## config.mk

```make
export PLATFORM = sky130hd
export DESIGN_NAME = nanorv32_periph_arbiter
export DESIGN_NICKNAME = d
export VERILOG_FILES = /design/src/rtl/nanorv32_periph_arbiter.sv
export SDC_FILE = /design/constraint.sdc
export NUM_CORES = 1
export LEC_CHECK = 0
export BUFFER_PORTS_ARGS = -buffer_cell sky130_fd_sc_hd__buf_2
export CAP_MARGIN = 0
export CELL_PAD_IN_SITES_DETAIL_PLACEMENT = 0
export CELL_PAD_IN_SITES_GLOBAL_PLACEMENT = 2
export CORE_ASPECT_RATIO = 0.5
export CORE_UTILIZATION = 10
export DETAILED_ROUTE_END_ITERATION = 7
export HOLD_SLACK_MARGIN = 0.1
export PLACE_DENSITY = 0.95
export SYNTH_ARGS = -nofsm -noshare
export SYNTH_HDL_FRONTEND = slang
export SYNTH_SLANG_ARGS = --single-unit
export TNS_END_PERCENT = 1
```

## constraint.sdc

```tcl
create_clock -name clk -period 1.7 [get_ports clk]
set_clock_uncertainty 0.15 [all_clocks]
set_input_delay 0.085 -clock clk [delete_from_list [all_inputs] [get_ports clk]]
set_output_delay 0.085 -clock clk [all_outputs]
set_load 0.01 [all_outputs]
```

## src/rtl/nanorv32_periph_arbiter.sv

```systemverilog
// Two-master (CPU = m0, DMA = m1) arbiter onto a shared peripheral bus.
// Grants are combinational; the response owner is registered to route read data.
module nanorv32_periph_arbiter #(
   parameter int NANORV32_PERIPH_ADDR_MSB = 31,
   parameter int NANORV32_DATA_MSB        = 31
) (
   input  logic                                clk,
   input  logic                                rst,
   input  logic [NANORV32_PERIPH_ADDR_MSB:0]   m0_periph_addr,
   input  logic [3:0]                          m0_periph_bytesel,
   input  logic [NANORV32_DATA_MSB:0]          m0_periph_din,
   input  logic                                m0_periph_en,
   output logic [NANORV32_DATA_MSB:0]          m0_periph_dout,
   output logic                                m0_periph_ready_nxt,
   input  logic [NANORV32_PERIPH_ADDR_MSB:0]   m1_periph_addr,
   input  logic [3:0]                          m1_periph_bytesel,
   input  logic [NANORV32_DATA_MSB:0]          m1_periph_din,
   input  logic                                m1_periph_en,
   output logic [NANORV32_DATA_MSB:0]          m1_periph_dout,
   output logic                                m1_periph_ready_nxt,
   output logic [NANORV32_PERIPH_ADDR_MSB:0]   periph_addr,
   output logic [3:0]                          periph_bytesel,
   output logic [NANORV32_DATA_MSB:0]          periph_din,
   output logic                                periph_en,
   input  logic [NANORV32_DATA_MSB:0]          periph_dout,
   input  logic                                periph_ready_nxt
);

   typedef enum logic [1:0] {IDLE, BUSY0, BUSY1} state_t;

   state_t state_reg, state_next;
   logic   last_grant_reg, last_grant_next;
   logic   rsp_owner_reg;
   logic   rsp_valid_reg;

   logic [NANORV32_PERIPH_ADDR_MSB:0] m_addr    [2];
   logic [3:0]                        m_bytesel [2];
   logic [NANORV32_DATA_MSB:0]        m_din     [2];
   logic [NANORV32_DATA_MSB:0]        m_dout    [2];
   logic [1:0]                        m_en;
   logic [1:0]                        m_ready;

   logic grant_valid;
   logic grant_sel;
   logic sel_en;
   logic complete;

   assign m_addr[0]    = m0_periph_addr;
   assign m_addr[1]    = m1_periph_addr;
   assign m_bytesel[0] = m0_periph_bytesel;
   assign m_bytesel[1] = m1_periph_bytesel;
   assign m_din[0]     = m0_periph_din;
   assign m_din[1]     = m1_periph_din;
   assign m_en         = {m1_periph_en, m0_periph_en};

   // A busy state pins the grant even if its master drops en (abort).
   always_comb begin
      grant_valid = 1'b0;
      grant_sel   = 1'b0;
      case (state_reg)
         IDLE: begin
            if (m_en[0] && m_en[1]) begin
               grant_valid = 1'b1;
               grant_sel   = ~last_grant_reg;
            end else if (m_en[0]) begin
               grant_valid = 1'b1;
               grant_sel   = 1'b0;
            end else if (m_en[1]) begin
               grant_valid = 1'b1;
               grant_sel   = 1'b1;
            end
         end
         BUSY0: begin
            grant_valid = 1'b1;
            grant_sel   = 1'b0;
         end
         BUSY1: begin
            grant_valid = 1'b1;
            grant_sel   = 1'b1;
         end
         default: begin
            grant_valid = 1'b0;
            grant_sel   = 1'b0;
         end
      endcase
   end

   assign sel_en   = grant_valid && m_en[grant_sel];
   assign complete = sel_en && periph_ready_nxt;

   assign periph_addr    = grant_valid ? m_addr[grant_sel]    : '0;
   assign periph_bytesel = grant_valid ? m_bytesel[grant_sel] : '0;
   assign periph_din     = grant_valid ? m_din[grant_sel]     : '0;
   assign periph_en      = sel_en;

   genvar gi;
   generate
      for (gi = 0; gi < 2; gi++) begin : g_master
         assign m_ready[gi] = complete && (grant_sel == 1'(gi));
         assign m_dout[gi]  = (rsp_valid_reg && (rsp_owner_reg == 1'(gi))) ? periph_dout : '0;
      end
   endgenerate

   assign m0_periph_ready_nxt = m_ready[0];
   assign m1_periph_ready_nxt = m_ready[1];
   assign m0_periph_dout      = m_dout[0];
   assign m1_periph_dout      = m_dout[1];

   always_comb begin
      state_next      = state_reg;
      last_grant_next = last_grant_reg;
      case (state_reg)
         IDLE: begin
            if (grant_valid) begin
               last_grant_next = grant_sel;
               if (!periph_ready_nxt)
                  state_next = grant_sel ? BUSY1 : BUSY0;
            end
         end
         BUSY0, BUSY1: begin
            if (!sel_en || periph_ready_nxt)
               state_next = IDLE;
         end
         default: state_next = IDLE;
      endcase
   end

   always_ff @(posedge clk) begin
      if (rst) begin
         state_reg      <= IDLE;
         last_grant_reg <= 1'b1;
         rsp_valid_reg  <= 1'b0;
         rsp_owner_reg  <= 1'b0;
      end else begin
         state_reg      <= state_next;
         last_grant_reg <= last_grant_next;
         rsp_valid_reg  <= complete;
         if (complete)
            rsp_owner_reg <= grant_sel;
      end
   end

endmodule
```

=== Word-level counts from Yosys, hierarchy flattened ===
Cells that the tools add are included.

* Bits in registers: 5
* Input bits: 173
* Output and inout bits: 135

* Magnitude comparators: 2
* Equal/unequal tests: 5
* Mux-type cells: 28
* Bitwise operators: 4
* Reduce and logical (&&, ||, !) cells: 13

{| class="wikitable"
|+ Operators with widths
! cell !! number
|-
| 32-bit two-way mux || 10
|-
| 4-bit two-way mux || 4
|-
| 2-bit two-way mux || 4
|-
| 1-bit logical AND || 7
|-
| 1-bit two-way mux || 7
|-
| 2-bit inequality test, second input constant || 2
|-
| 1-bit case mux with 2 select lines || 2
|-
| 2-bit case mux with 2 select lines || 1
|-
| 1-bit NOT || 3
|-
| 3-bit AND reduction || 1
|-
| 2-bit by 1-bit equality test with 1-bit output, second input constant || 1
|-
| 2-bit equality test, second input constant || 1
|-
| 2-bit greater-or-equal comparator, second input constant || 1
|-
| 2-bit logical NOT || 1
|-
| 1-bit by 2-bit < comparator with 1-bit output, second input constant || 1
|-
| 2-bit by 1-bit inequality test with 1-bit output, second input constant || 1
|-
| 1-bit NOT with 2-bit output || 1
|-
| 2-bit AND reduction || 1
|-
| 2-bit OR reduction || 1
|-
| 1-bit logical NOT || 1
|-
| 1-bit logical OR || 1
|}

=== Logic depth before layout (Yosys ltp) ===
Gate-level depths: netlist of the first run.

* Depth in word-level cells: 11
* Depth in mapped cells: 9

=== Worst setup path after synthesis of the first run ===
OpenSTA, ideal clock, no wires.

* Kind: reg-to-reg
* Start: reg state_reg[0]
* End: reg rsp_owner_reg
* Setup time: 0.126 ns
* Arrival time: 1.461 ns
* Path slack: -0.037 ns
* Cell stages (with the launch flop): 9
* Path buffers: 3
* Period minus slack after synthesis: 1.737 ns
* Cell sequence: dfxtp_1 -> inv_1 -> ha_1 -> buf_2 -> a31o_1 -> buf_6 -> buf_6 -> nor2_1 -> nor3_1

* Cells in the longest elaborated chain, start to end: 6

{| class="wikitable"
|+ RTL lines
! what !! line !! RTL
|-
| start, declared || 31 || <nowiki>state_t state_reg, state_next;</nowiki>
|-
| start signal, assigned || 135 || <nowiki>state_reg <= state_next;</nowiki>
|-
| 2-bit equality test / 2-bit logical NOT (equally long branches) || 60 || <nowiki>case (state_reg)</nowiki>
|-
| 1-bit case mux with 2 select lines || 60 ||
|-
| 1-bit two-way mux (not written as such) (2 in series) || 88 || <nowiki>assign sel_en = grant_valid && m_en[grant_sel];</nowiki>
|-
| 1-bit logical AND || 88 ||
|-
| 1-bit logical AND || 89 || <nowiki>assign complete = sel_en && periph_ready_nxt;</nowiki>
|-
| end signal, assigned || 139 || <nowiki>rsp_owner_reg <= grant_sel;</nowiki>
|-
| end, declared || 33 || <nowiki>logic rsp_owner_reg;</nowiki>
|}

Several ways; a longest one is shown, not always the timed one. The select of a mux whose other input is x is not followed.
A chain may end at the register's enable or synchronous reset.

=== Final worst setup path of the first run ===
* Start: reg state_reg[1]
* End: out periph_din[4]

* Cells in the longest elaborated chain, start to end: 7

{| class="wikitable"
|+ RTL lines
! what !! line !! RTL
|-
| 2-bit equality test / 2-bit logical NOT (equally long branches) || 60 ||
|-
| 1-bit case mux with 2 select lines || 60 ||
|-
| 1-bit NOT with 2-bit output (not written as such) || 93 || <nowiki>assign periph_din = grant_valid ? m_din[grant_sel] : '0;</nowiki>
|-
| 32-bit two-way mux (not written as such) (3 in series) || 93 ||
|-
| 32-bit two-way mux * || 93 ||
|-
| end, declared || 23 || <nowiki>output logic [NANORV32_DATA_MSB:0] periph_din,</nowiki>
|}

Mark *: on every way between the ends. The rest lies on a longest branch, timed or not. The select of a mux whose other input is x is not followed.

==> run metrics, run 1 <==
outcome=finished with violations; violated checks=negative setup slack; WL met3=579 um; dpl ws=-161 ps; Final min period=1930 ps; Port-buffer cells=307; max reg flops=2; Clock Path Buffers=2; Synth area leaders=nand2_1, a21oi_1, and2_1, and3_1, dfxtp_1; M1 WL=4540 um; post-synth top area cell=nand2_1; Initial Utilization=10.3%; Yosys top cell area share=29.1%; Ys Warns=0; Hold Vio Cnt, Final=0; Slew Limit Fails=0; final setup TNS=-13,560 ps; syn_area_per_cell=5.21 um2; Core Region=17,500 um2; clk slew on worst S/H paths=30 ps; initial antenna violation count=0; Main synth FF type=dfxtp_1; Synth Instances=347; Layout Nets=834; diode count=0; largest net degree at the start of global routing=34; chip width=192 um; worst slew pin tran=302 ps; synthesized flop and latch total=5; Relative slew margins=79.6%; Routed Antenna Nets=0; number of global-route vias before repair=3,048; Max rail drop VDD=684 uV; share of cells above drive strength 1=60.3%; Max Cap Viol=0; DR vias/cell=3.87; CTS buffer count=3; Pleak=2.49 nW; data arrival time of the critical path=1700 ps; CTS H-tree depth=1; IO Count=308; worst-skew pair later-pin latency=230 ps; global route total overflow=0; Netlist Area Pre-Place=1810 um2; CTS tree=built; Tcrit/Tclk final=114%; first-pass GRT wire length=15,700 um; Fmax=517 MHz; Synthesized Nets=523; EDFF count, synth=0; routed wire length=10,600 um; DP HPWL=8440 um; setup ws final=-235 ps; worst path required time=1460 ps; die height=97.1 um; # rows=34; RSZ-0062 raised after global routing=true; via count=3,449; die area=18,700 um2; Max Fanout on Critical Path=7; top layer in use=met4; Starting DRT DRC Count=151; iteration count of the initial detailed-routing pass=4; CTS sink cnt=5; share of flip-flops with an asynchronous set or reset=0%; Startpoint Class=register; CTS root buffer=clkbuf_16; pwr dens=1650 nW/um2; Area growth, synth to finish=133%; WL/cell=12.0 um; drt drc=0; Critical Path End Type=output pin; Worst Hold Class=primary input to register; sequential area share after synthesis=5.54%; Setup CP Type=register to output pin; metal2 WL=5460 um; Final setup viols=70; gr usage total=10.2%; gp weighted congestion=0.856; synth unique cells=26
-- area by class of cell --
class                      count  area [um2]
fill                        1988       13300
timing repair buffer         339        1990
sequential                     5         105
tap                          234         293
multi-input combinational    306        1720
clock buffer                   4        78.8
inverter                       3        16.3
-- layer usage --
metal	up-vias	GRT usage, %
met1	1564	13.1
met3	6	0.578
met2	121	18.6
li1	1758	-
met4	0	2.18
met5	-	0
-- final timing paths --
path	slack (ps)	to	depth (start not counted)	start
worst min register to register	350	state_reg[0]$_SDFFE_PP0P_	2	state_reg[0]$_SDFFE_PP0P_
worst max register to register	60	rsp_owner_reg$_SDFFE_PP0N_	7	state_reg[1]$_SDFFE_PP0P_
worst min-delay path	130	state_reg[1]$_SDFFE_PP0P_	4	periph_ready_nxt
worst max-delay path	-230	periph_din[4]	8	state_reg[1]$_SDFFE_PP0P_
-- cells in the final DEF (no fill, tap or decap), types with 2 or more instances in the layout --
master	count
a21oi_1	35
a21oi_2	33
and2_1	32
and3_1	32
buf_12	10
buf_2	303
buf_4	16
buf_6	6
clkbuf_16	5
dfxtp_1	3
ha_4	2
inv_4	2
mux2i_1	2
nand2_1	132
nand2_2	8
nand2b_1	2
nor2_1	4
nor2b_1	4
nor3_1	3
o21a_1	3
-- cells by family after synthesis --
logic type | count (synthesis) | share of synthesized area (%)
AOI/OAI and AO/OA | 80 | 24.7
adders and majority gates | 3 | 2.08
buffers and inverters | 36 | 10.5
DFF | 5 | 5.54
muxes | 2 | 1.11
and+or+nand+nor | 221 | 56.1
-- Yosys cell counts (all sizes together) (2+ instances only) --
master / instances
nor3: 3
mux2i: 2
o21a: 3
nand2b: 2
and2: 32
clkbuf: 13
ha: 3
nor2: 6
and3: 32
dfxtp: 5
a21oi: 69
nand2: 141
nor2b: 5
inv: 3
buf: 20
-- critical path, cell delays in order, from the launching register on --
cell and delay [ps]:
dfxtp_4 380, inv_4 40, ha_4 170, a31oi_4 210
buf_12 180, clkbuf_16 150, nand2_1 70, a21oi_1 110
buf_2 150
-- stage by stage --
stage	area [um2]	total power, mW	hold WS [ps]	utilization [%]	instances
detailed placement	3740	5.50	160	21.3	881
global route	4210	7.47	175	24.0	891
finish	4210	6.94	134	24.0	891
CTS	3970	6.32	129	22.6	889
floorplan	1810	3.13	7.38	-	347
global placement	3740	5.49	153	21.3	881
-- what timing repair did --
action | in CTS | in global routing
setup endpoints to repair | 75 | 75
gates resized for setup | 27 | 52
buffers inserted | 2 | 0
hold buffers | 1 | 0
cloned | 1 | 2
endpoints found under the hold margin | 5 | 0
pin swaps | 2 | 4
-- where the power goes --
part / internal (mW) / total [mW] / switching (mW) / leakage [nW]
sequential: 0.167 / 0.214 / 0.0465 / 0.0424
combinational: 2.89 / 6.33 / 3.44 / 2.41
clock: 0.311 / 0.390 / 0.0790 / 0.0382
Power figures use the tool's default switching activity.
==> run 2: changes to the inputs <==
PLACE_DENSITY = 0.93   (was 0.95)
clock period = 2 ns   (was 1.7 ns; I/O delays follow)
==> run metrics, run 2 (synthesis results as in run 1) <==
Final setup viols=0 (-100%); Pleak=2.41 nW (-3.4%); Startpoint Class=register; Critical Path End Type=output pin; DR vias/cell=3.87 (about the same); Worst Hold Class=primary input to register; # rows=34 (unchanged); pwr dens=1330 nW/um2 (-19%); DP HPWL=8650 um (+2.4%); setup ws final=40.3 ps (+275 ps); routed wire length=10,800 um (+1.5%); clk slew on worst S/H paths=30 ps (about the same); CTS sink cnt=5 (unchanged); outcome=finished, final reports clean; number of global-route vias before repair=3,163 (+3.8%); Relative slew margins=79.3% (-0.30 points); Fmax=510 MHz; dpl ws=120 ps (+281 ps); Starting DRT DRC Count=174 (+15%); most frequent cells in the layout=buf_2, nand2_1, a21oi_1; area post-placement=3620 um2 (-3.3%); global route total overflow=0 (unchanged); Setup CP Type=register to output pin; share of cells above drive strength 1=55.3% (-4.9 points); gp weighted congestion=0.852 (-0.48%); gr usage total=10.4% (+0.22 points); CTS H-tree depth=1 (unchanged); Max rail drop VDD=516 uV (-25%); first-pass GRT wire length=15,900 um (+1.2%); Max Cap Viol=0 (unchanged); RSZ-0062 raised after global routing=true; Initial Utilization=10.3% (unchanged); worst slew pin tran=308 ps (+6.02 ps); die height=97.1 um (unchanged); Routed Antenna Nets=0 (unchanged); chip width=192 um (unchanged); CTS buffer count=3 (unchanged); Min Hold Slack=159 ps (+25.2 ps); Port-buffer cells=307 (unchanged); drt drc=0 (unchanged); iteration count of the initial detailed-routing pass=4 (unchanged); data arrival time of the critical path=1710 ps (about the same); diode count=0 (unchanged); Layout Nets=824 (-1.2%); worst path required time=1750 ps (+290 ps); via count=3,411 (-1.1%); initial antenna violation count=0 (unchanged); Max Fanout on Critical Path=13 (+6); WL/cell=12.3 um (+2.7%); max reg flops=2 (unchanged); worst-skew pair later-pin latency=230 ps (about the same); Placed Cells=870 (-1.2%); post-layout instance area=3950 um2 (-6.1%); Clock Path Buffers=2 (unchanged); die area=18,700 um2 (unchanged); Core Region=17,500 um2 (unchanged); Final min period=1960 ps; CTS root buffer=clkbuf_16; Slew Limit Fails=0 (unchanged); Hold Vio Cnt, Final=0 (unchanged); largest net degree at the start of global routing=49 (+44%); CTS tree=built; IO Count=308 (unchanged); Area growth, synth to finish=119%; most common cell after layout, fill and taps aside=buf_2; post-route insts no fill=881 (-1.1%); Tcrit/Tclk final=98.0%
[run 2: cell count changes in the layout (fill, tap and decap cells not counted), sizes merged]
cell	change
buf	-10
[run 2: power breakdown]
group | internal [mW] | switching (mW) | total (mW) | leakage, nW
Combinational | 2.03 | 2.73 | 4.76 | 2.33
Clock | 0.264 | 0.0666 | 0.331 | 0.0382
Sequential | 0.142 | 0.0391 | 0.181 | 0.0424
Total | 2.43 | 2.84 | 5.27 | 2.41
[run 2: metrics by stage]
step           power [mW]  utilization [%]  setup TNS [ps]
4_1_cts              4.95             21.7           -63.6
3_3_place_gp         4.35             20.6               0
2_1_floorplan        2.66                -               0
6_report             5.27             22.6               0
3_5_place_dp         4.36             20.6               0
5_1_grt              5.72             22.6            -323
[run 2: critical path, cell delays in order (launching register included)]
cell and delay [ps]:
dfxtp_4 370, inv_4 40, ha_4 170, a31oi_4 230, buf_6 150, buf_12 130
nand2_1 90, a21oi_2 130, buf_2 140
[run 2: cell type report]
cell class,instances,area (um2)
clock buffers,4,78.8
fillers,2006,13600
inverters,3,13.8
multi-input cells,306,1630
flip-flops and latches,5,105
well taps,234,293
repair buffers,329,1830
[run 2: path summary, 6_finish.rpt]
| check | from | end | slack, ps | cells after the start |
|---|---|---|---|---|
| worst min register to register | state_reg[0]$_SDFFE_PP0P_ | state_reg[0]$_SDFFE_PP0P_ | 330 | 2 |
| worst min-delay path | periph_ready_nxt | state_reg[0]$_SDFFE_PP0P_ | 160 | 4 |
| worst max register to register | state_reg[1]$_SDFFE_PP0P_ | state_reg[1]$_SDFFE_PP0P_ | 280 | 7 |
| worst max-delay path | state_reg[1]$_SDFFE_PP0P_ | periph_din[15] | 40 | 8 |
[run 2: repair_timing]
action                     CTS  global route
setup buffers                1             3
resized for setup           13            29
hold buffers                 1             0
setup endpoints to repair   69            63
pin swaps                    1             4
gates cloned                 1             2
hold endpoints to repair     5             0
[run 2: metal layers]
layer	part of all wire [%]	track usage, %	vias to the layer above
met4	0.80	2.42	0
met1	41	12.7	1550
met3	5.3	0.686	6
met5	0	0	-
met2	53	19.8	119
li1	-	-	1736
==> run 3: changes to the inputs <==
CTS_BUF_LIST = sky130_fd_sc_hd__clkbuf_8   (was default)
CTS_CLUSTER_DIAMETER = 120   (was default)
==> run metrics, run 3 (synthesis results as in run 1) <==
chip width=192 um (unchanged); number of global-route vias before repair=3,173 (+0.32%); Max Fanout on Critical Path=13 (unchanged); Core Region=17,500 um2 (unchanged); gr usage total=10.5% (+0.077 points); global route total overflow=0 (unchanged); combinational share of power=92.8% (+2.5 points); share of cells above drive strength 1=54.6% (-0.77 points); met1 Use GR=12.6% (-0.044 points); outcome=finished, final reports clean; data arrival time of the critical path=1710 ps (about the same); clock group share of total power=3.7% (-2.6 points); initial antenna violation count=0 (unchanged); grt met2 use=19.6% (-0.11 points); Clock Path Buffers=2 (unchanged); Final Power=5.07 mW (-3.8%); Placed Cells=870 (unchanged); Filler cells=2,018 (+0.60%); first-pass GRT wire length=15,900 um (+0.13%); die area=18,700 um2 (unchanged); CTS tree=built; Starting DRT DRC Count=182 (+4.6%); max reg flops=2 (unchanged); largest net degree at the start of global routing=49 (unchanged); Final setup viols=0 (unchanged); Startpoint Class=register; Initial Utilization=10.3% (unchanged); Area growth, synth to finish=115%; grt peak-use layer=met2; Worst Hold Class=primary input to register; Max rail drop VDD=507 uV (-1.7%); Pleak=2.39 nW (-0.57%); gp weighted congestion=0.852 (unchanged); Tcrit/Tclk final=97.8% (-0.21 points); pwr dens=1300 nW/um2 (-2.3%); post-route insts no fill=881 (unchanged); drt drc=0 (unchanged); hold depth=4 (unchanged); Sw Ratio=55.2% (+1.4 points); most frequent cells in the layout=buf_2, nand2_1, a21oi_1; CTS H-tree depth=1 (unchanged); Layout Nets=824 (unchanged); routed wire length=10,800 um (-0.12%); Port-buffer cells=307 (unchanged); Setup CP Type=register to output pin; Critical Path End Type=output pin; CTS sink cnt=5 (unchanged); IO Count=308 (unchanged); worst path required time=1750 ps (about the same); r2r worst-path depth=7 (unchanged); worst-skew pair later-pin latency=220 ps (about the same); M3 GR Usage=1.01% (+0.33 points); worst slew pin tran=303 ps (-5.34 ps); Final min period=1960 ps (-4.17 ps); CTS buffer count=3 (unchanged); die height=97.1 um (unchanged); clk slew on worst S/H paths=40 ps (about the same); # rows=34 (unchanged); Fmax=511 MHz (+0.21%); Flop pwr share=3.6% (+0.2 points); DP HPWL=8650 um (unchanged); Switch Pwr=2.80 mW (-1.3%); Max Cap Viol=0 (unchanged); most common cell after layout, fill and taps aside=buf_2; diode count=0 (unchanged); Hold Vio Cnt, Final=0 (unchanged); Relative slew margins=79.7% (+0.36 points); CTS root buffer=clkbuf_8; WL/cell=12.3 um (-0.12%); iteration count of the initial detailed-routing pass=4 (unchanged); DR vias/cell=3.85 (-0.67%); via count=3,388 (-0.67%); Slew Limit Fails=0 (unchanged); Routed Antenna Nets=0 (unchanged); Int Power=2.27 mW (-6.7%); RSZ-0062 raised after global routing=true
[run 3: cell count changes in the layout (fill, tap and decap cells not counted), moves of 3 or more]
cell       before  now
clkbuf_8        0    3
clkbuf_16       5    2
a21oi_2        15   10
a21oi_1        53   58
[run 3: area by class of cell]
type	count	area, um2	area share, %
Timing Repair Buffer	329	1820	46.8
Multi-Input combinational cell	306	1620	41.5
Tap cell	234	293	7.52
Clock buffer	3	41.3	1.06
Sequential cell	5	105	2.70
Clock inverter	1	3.75	0.0964
Inverter	3	13.8	0.353
[run 3: final timing paths]
check                             from                        end  slack, ps
max          state_reg[1]$_SDFFE_PP0P_             periph_din[15]         40
max reg2reg  state_reg[0]$_SDFFE_PP0P_  state_reg[1]$_SDFFE_PP0P_        320
min                   periph_ready_nxt  state_reg[1]$_SDFFE_PP0P_        170
min reg2reg  state_reg[0]$_SDFFE_PP0P_  state_reg[0]$_SDFFE_PP0P_        330
[run 3: power groups by stage]
stage | logic [mW] | clock network (mW) | registers, mW
after global routing | 5.12 | 0.203 | 0.188
after floorplan | 2.50 | 0 | 0.162
after detailed placement | 4.19 | 0 | 0.170
after CTS | 4.43 | 0.189 | 0.181
after global placement | 4.19 | 0 | 0.168
final | 4.71 | 0.186 | 0.182
[run 3: per-stage QoR]
stage	instance area (um2)	TNS (ps)	worst slack [ps]	util, %	hold slack [ps]
final	3890	0	44.4	22.2	169
after global routing	3890	-505	-36.9	22.2	175
after CTS	3760	-50.6	-6.81	21.5	162
after detailed placement	3620	0	120	20.6	168
after global placement	3620	0	165	20.6	161
after floorplan	1810	0	263	-	22.4
[run 3: routing by layer]
layer  routed length [um]  up-vias  part of all wire [%]
met5                    0        -                     0
met4                  139        0                   1.3
met1                 4440     1519                    41
li1                     -     1735                     -
met2                 5580      124                    52
met3                  636       10                   5.9
[run 3: timing repair]
item                                    CTS  global route
hold endpoints to repair                  5             0
endpoints found under the setup margin   69            66
gates cloned                              1             2
hold buffers                              1             0
pin swaps                                 1             3
setup buffers                             1             3
gates resized for setup                  13            22
[run 3: worst max-delay path: stages, from the launching register on]
cell and delay (ps):
dfxtp_4 380, inv_4 40, ha_4 170, a31oi_4 230, buf_6 150, buf_12 130
nand2_1 90, a21oi_2 130, buf_2 140
